===== src/rtl/vector_store_sequencer_if.sv =====
// vector_store_sequencer_if: request and memory-write bundle for the store sequencer
//   req_valid/req_ready    request handshake (execute -> sequencer)
//   req_vector             1 = vector store, 0 = scalar store
//   req_base_addr          base write address (A bits)
//   req_vector_data        vector operand, item k = bits [k*L +: L]
//   req_scalar_data        scalar operand (L bits)
//   mem_ready              memory accepts the write presented this cycle
//   mem_we/addr/wdata      memory write port
//   busy                   transfer in progress
//   done                   one-cycle retire pulse
interface vector_store_sequencer_if #(
    parameter int I = 20,
    parameter int L = 32,
    parameter int A = 10
);
    logic             req_valid;
    logic             req_ready;
    logic             req_vector;
    logic [A-1:0]     req_base_addr;
    logic [I*L-1:0]   req_vector_data;
    logic [L-1:0]     req_scalar_data;
    logic             mem_ready;
    logic             mem_we;
    logic [A-1:0]     mem_addr;
    logic [L-1:0]     mem_wdata;
    logic             busy;
    logic             done;
    modport master (
        output req_valid, req_vector, req_base_addr, req_vector_data, req_scalar_data, mem_ready,
        input  req_ready, mem_we, mem_addr, mem_wdata, busy, done
    );
    modport slave (
        input  req_valid, req_vector, req_base_addr, req_vector_data, req_scalar_data, mem_ready,
        output req_ready, mem_we, mem_addr, mem_wdata, busy, done
    );
endinterface


===== src/rtl/vector_store_sequencer.sv =====
// vector_store_sequencer: sequences vector (I writes) and scalar (1 write) stores onto one memory write port
//   clk   clock, rising edge
//   rst   synchronous reset, active-high
//   bus   vector_store_sequencer_if.slave: request handshake, memory write port, busy, done
module vector_store_sequencer #(
    parameter int I = 20,
    parameter int L = 32,
    parameter int A = 10
) (
    input logic                       clk,
    input logic                       rst,
    vector_store_sequencer_if.slave   bus
);
    localparam int IW = (I > 1) ? $clog2(I) : 1;
    typedef enum logic [1:0] {IDLE, WRITE, DONE} state_t;
    state_t                  state_q, state_d;
    logic [IW-1:0]           idx_q, idx_d;
    logic                    vec_q, vec_d;
    logic [A-1:0]            base_q, base_d;
    logic [I-1:0][L-1:0]     vdata_q, vdata_d;
    logic [L-1:0]            sdata_q, sdata_d;
    logic                    last;
    // a scalar store is always on its last (only) write
    assign last = !vec_q || idx_q == IW'(I - 1);
    always_ff @(posedge clk) begin
        if (rst) begin
            state_q <= IDLE;
            idx_q   <= '0;
            vec_q   <= 1'b0;
            base_q  <= '0;
            vdata_q <= '0;
            sdata_q <= '0;
        end else begin
            state_q <= state_d;
            idx_q   <= idx_d;
            vec_q   <= vec_d;
            base_q  <= base_d;
            vdata_q <= vdata_d;
            sdata_q <= sdata_d;
        end
    end
    always_comb begin
        state_d = state_q;
        idx_d   = idx_q;
        vec_d   = vec_q;
        base_d  = base_q;
        vdata_d = vdata_q;
        sdata_d = sdata_q;
        case (state_q)
            IDLE: if (bus.req_valid) begin
                state_d = WRITE;
                idx_d   = '0;
                vec_d   = bus.req_vector;
                base_d  = bus.req_base_addr;
                vdata_d = bus.req_vector_data;
                sdata_d = bus.req_scalar_data;
            end
            WRITE: if (bus.mem_ready) begin
                state_d = last ? DONE : WRITE;
                idx_d   = last ? idx_q : idx_q + IW'(1);
            end
            default: state_d = IDLE;
        endcase
    end
    // outputs decode from state and latched operands only
    assign bus.req_ready = state_q == IDLE;
    assign bus.busy      = state_q != IDLE;
    assign bus.done      = state_q == DONE;
    assign bus.mem_we    = state_q == WRITE;
    assign bus.mem_addr  = bus.mem_we ? base_q + A'(idx_q) : '0;
    assign bus.mem_wdata = !bus.mem_we ? '0 : vec_q ? vdata_q[idx_q] : sdata_q;
endmodule


===== src/flat_wrapper.sv =====
// flat-port wrapper written by rule: the top's interface ports become plain ports
module vector_store_sequencer_flat 
#(
    parameter int I = 20,
    parameter int L = 32,
    parameter int A = 10
)
  (clk, rst, bus_req_valid, bus_req_vector, bus_req_base_addr, bus_req_vector_data, bus_req_scalar_data, bus_mem_ready, bus_req_ready, bus_mem_we, bus_mem_addr, bus_mem_wdata, bus_busy, bus_done);
  vector_store_sequencer_if #(.I(I), .L(L), .A(A)) bus_i ();
  input logic clk;
  input logic rst;
  input wire logic [$bits(bus_i.req_valid)-1:0] bus_req_valid;
  input wire logic [$bits(bus_i.req_vector)-1:0] bus_req_vector;
  input wire logic [$bits(bus_i.req_base_addr)-1:0] bus_req_base_addr;
  input wire logic [$bits(bus_i.req_vector_data)-1:0] bus_req_vector_data;
  input wire logic [$bits(bus_i.req_scalar_data)-1:0] bus_req_scalar_data;
  input wire logic [$bits(bus_i.mem_ready)-1:0] bus_mem_ready;
  output wire logic [$bits(bus_i.req_ready)-1:0] bus_req_ready;
  output wire logic [$bits(bus_i.mem_we)-1:0] bus_mem_we;
  output wire logic [$bits(bus_i.mem_addr)-1:0] bus_mem_addr;
  output wire logic [$bits(bus_i.mem_wdata)-1:0] bus_mem_wdata;
  output wire logic [$bits(bus_i.busy)-1:0] bus_busy;
  output wire logic [$bits(bus_i.done)-1:0] bus_done;
  assign bus_i.req_valid = bus_req_valid;
  assign bus_i.req_vector = bus_req_vector;
  assign bus_i.req_base_addr = bus_req_base_addr;
  assign bus_i.req_vector_data = bus_req_vector_data;
  assign bus_i.req_scalar_data = bus_req_scalar_data;
  assign bus_i.mem_ready = bus_mem_ready;
  assign bus_req_ready = bus_i.req_ready;
  assign bus_mem_we = bus_i.mem_we;
  assign bus_mem_addr = bus_i.mem_addr;
  assign bus_mem_wdata = bus_i.mem_wdata;
  assign bus_busy = bus_i.busy;
  assign bus_done = bus_i.done;
  vector_store_sequencer #(.I(I), .L(L), .A(A)) u_core (.clk(clk), .rst(rst), .bus(bus_i));
endmodule

===== config.mk =====
export PLATFORM = sky130hd
export DESIGN_NAME = vector_store_sequencer_flat
export DESIGN_NICKNAME = d
export VERILOG_FILES = /design/src/rtl/vector_store_sequencer_if.sv /design/src/rtl/vector_store_sequencer.sv /design/src/flat_wrapper.sv
export SDC_FILE = /design/constraint.sdc
export NUM_CORES = 2
export LEC_CHECK = 0
export CAP_MARGIN = 5
export CORE_AREA = 2 2 283 285
export DETAILED_ROUTE_END_ITERATION = 10
export DIE_AREA = 0 0 285 287
export PLACE_DENSITY_LB_ADDON = 0.2
export SYNTH_ARGS = -nofsm -noshare
export SYNTH_HDL_FRONTEND = slang
export SYNTH_SLANG_ARGS = --single-unit
export TNS_END_PERCENT = 10

===== constraint.sdc =====
create_clock -name clk -period 4.4 [get_ports clk]
set_clock_uncertainty 0.05 [all_clocks]
set_input_delay 0.88 -clock clk [delete_from_list [all_inputs] [get_ports clk]]
set_output_delay 0.88 -clock clk [all_outputs]
set_load 0.02 [all_outputs]

==> results.tsv <==
stage	metric	value	unit
clock_network	clkTransAtPathRegs	0.06	ns
grt	grt_pass1_wl	181700	um
die	die_area	81800	um2
finish	drive_gt1_share	8.358	%
timing	clock.fmax	228.7	MHz
clock_network	cts.sinks	690	
logic_synthesis	yosysWarningCount	0	
finish	layout_commonest_cell	nand2_1	
timing	max_slew.worst_pin.slew	0.8342	ns
timing	max_slew_margin	44.39	%
timing	finalHoldViolations	0	
clock_network	cts_root_buf	clkbuf_16	
min_path	whs_path_depth	2	
setup_path	startpoint	u_core.idx_q[1]	
setup_path	crit_arrival	3.44	ns
setup_path	path_buf_inv	3	
timing	holdWs	0.4018	ns
setup_path	crit_fanout	12	
logic_synthesis	synthFlopType	dfxtp_1	
setup_path	r2r_cells	6	
logic_synthesis	syn-num-nets	4392	
placed_design	port_buffers	732	
die	die_y	287	um
pwr	peakVddDrop	0.2317	mV
placed_design	hpwlAfterDp	96860	um
setup_path	critical_path.top_delay_family	buffers and inverters	
pwr	power	15.58	mW
setup_path	cp_cell_sequence	buf_4 -> buf_16 -> mux4_2 -> a211o_1 -> a21oi_1 -> o21ai_1 -> clkdlybuf4s50_1	
finish	syn2layout_area_growth	37.06	%
clock_network	cts_buffers	76	
grt	track_usage	29.93	%
placed_design	gp_congestion	0.9874	
pwr	clockPowerShare	41.0	%
timing	setup_viol	0	
grt	grt_max_degree	120	
min_path	min_path_type	flop to flop	
routing	antenna_left	0	
pwr	pwr-share-comb	14.4	%
logic_synthesis	synth_seq_area_share	46.78	%
routing	drcViolationCount	0	
finish	fin_nets	4996	
logic_synthesis	synthCells	3698	
logic_synthesis	synthesis.area	29530	um2
pwr	total_leakage_power	14.67	nW
pwr	switching_share	26.51	%
pwr	switchingPower	4.130	mW
timing	rsz0062_at_grt	yes	
die	initial_utilization	37.56	%
setup_path	crit_required	3.47	ns
setup_path	cp-start-kind	flop	
logic_synthesis	synth.distinct_cells	52	
clock_network	cts_tree	yes	
routing	num_vias	28941	
clock_network	clk_path_buf_depth	3	
timing	drv_slew	0	
setup_path	cp_slowest_cell	mux4_2	
setup_path	slowest_delay	0.62	ns
grt	grt_pass1_vias	27719	
die	io_pins	733	
status	status	completed	
clock_network	clock_latency	0.62	ns
min_path	min_from	u_core.vdata_q[384]	
grt	overflow	0	
setup_path	cp.depth	7	
routing	post_drt_wl_per_cell	23.60	um
logic_synthesis	synth_edf_count	0	
pwr	power_density	384.9	nW/um2
routing	routed_wl	127700	um
clock_network	htree_levels	3	
timing	period_share	99.38	%
setup_path	path_class	flop to primary output	
grt	antenna_found_initial	12	
finish	nFillCells	7546	
finish	most-common-layout-cells	1378 x nand2_1, 724 x a21oi_1, 714 x clkdlybuf4s50_1	
logic_synthesis	async_reset_ff_share	0	%
clock_network	holdBufCountCts	0	
logic_synthesis	ys_ff_latch	690	
routing	drtIter0Drc	2902	
routing	via_per_inst	5.348	
die	row_count	103	
setup_path	r2r_start	u_core.state_q[0]	
logic_synthesis	syn_area_per_cell	7.986	um2
finish	multi_input_area	14330	um2
routing	drt_pass1_iterations	5	
pwr	pwr-share-seq	44.5	%
pwr	cell_internal_pwr	11.45	mW
setup_path	r2r_slack	2.10	ns
setup_path	crit_path_end_kind	primary output	
timing	period_minus_slack	4.373	ns
finish	ff_latch_area	13830	um2
run	drv_cap	0	
die	core_area	78610	um2
die	die_w	285	um
## per-layer routing
metal	global-route usage, %	share of wire [%]	up-vias
li1	-	-	13655
met5	0	0.045	-
met2	48.04	46	1229
met4	12.17	4.1	8
met3	6.206	7.8	208
met1	39.34	42	13841
## worst min-delay path, cell delays in order, from the launching register on
cell     delay [ns]
dfxtp_1        0.30
nand2_1        0.05
a21oi_1        0.05
## power groups by stage
stage / clock network (mW) / registers (mW) / logic [mW]
finish: 6.39 / 6.94 / 2.25
global placement: 0 / 7.07 / 2.20
floorplan: 0 / 6.94 / 1.07
global route: 6.72 / 6.97 / 2.41
detailed placement: 0 / 7.06 / 2.22
CTS: 6.46 / 6.93 / 2.23
## state kept, by name (all words and copies together), names as in the netlist
name / cells
u_core.idx_q: 5
u_core.state_q: 2
u_core.vec_q: 1
u_core.vdata_q: 640
u_core.base_q: 10
u_core.sdata_q: 32
## synthesized netlist by cell type (7+ instances only)
library cell | count | area [um2]
nor2_1 | 40 | 150.1
a211o_1 | 27 | 236.5
a22oi_1 | 24 | 180.2
buf_6 | 13 | 146.4
mux2_2 | 60 | 675.7
o22ai_1 | 46 | 287.8
a211oi_1 | 19 | 142.6
mux4_2 | 48 | 1081
a21oi_1 | 731 | 3659
nand2_1 | 1379 | 5176
buf_2 | 103 | 515.5
clkbuf_1 | 173 | 649.4
inv_1 | 7 | 26.28
a311oi_1 | 12 | 105.1
nor2b_1 | 36 | 225.2
buf_1 | 7 | 26.28
o21ai_1 | 26 | 130.1
mux2i_1 | 150 | 1501
nor3_1 | 22 | 110.1
buf_4 | 13 | 97.59
dfxtp_1 | 690 | 13810
## area by class of cell
class                           count  area share [%]
Multi-Input combinational cell   2690           35.39
Sequential cell                   690           34.16
Timing Repair Buffer              836           21.06
Clock buffer                      109           5.277
Tap cell                         1050           3.246
Clock inverter                     22          0.7543
Inverter                            8         0.07419
Antenna cell                        7         0.04328
## path summary, 6_finish.rpt
path,end
hold / removal,u_core.vdata_q[384]
setup reg to reg,u_core.vdata_q[261]
setup / recovery,bus_mem_wdata[28]
hold reg to reg,u_core.vdata_q[384]
## what timing repair did
item / 4_1_cts / 5_1_grt
gates resized for setup: 5 / 11
buffers inserted: 5 / 0
setup endpoints to repair: 19 / 15
pin swaps: 0 / 0
## logic make-up after synthesis
| logic type | after synthesis | synth area share [%] |
|---|---|---|
| AO/OA/AOI/OAI | 923 | 17.07 |
| flip-flops | 690 | 46.78 |
| XOR/XNOR | 6 | 0.1779 |
| adder cells (fa/ha/maj) | 7 | 0.3220 |
| buffers and inverters | 318 | 4.978 |
| multiplexers | 258 | 11.03 |
| AND/OR/NAND/NOR | 1496 | 19.65 |
## metrics by stage
step	cell area (um2)	utilization [%]	TNS (ns)	setup slack, ns	instances
after global routing	40470	51.48	-0.01855	-0.01015	5409
final	40480	51.49	0	0.02725	5412
after detailed placement	37890	48.19	0	0.3615	5269
after floorplan	29530	-	0	0.9287	3698
after global placement	37890	48.19	0	0.3622	5269
after CTS	40420	51.41	0	0.01617	5405
Power figures use the tool's default switching activity.
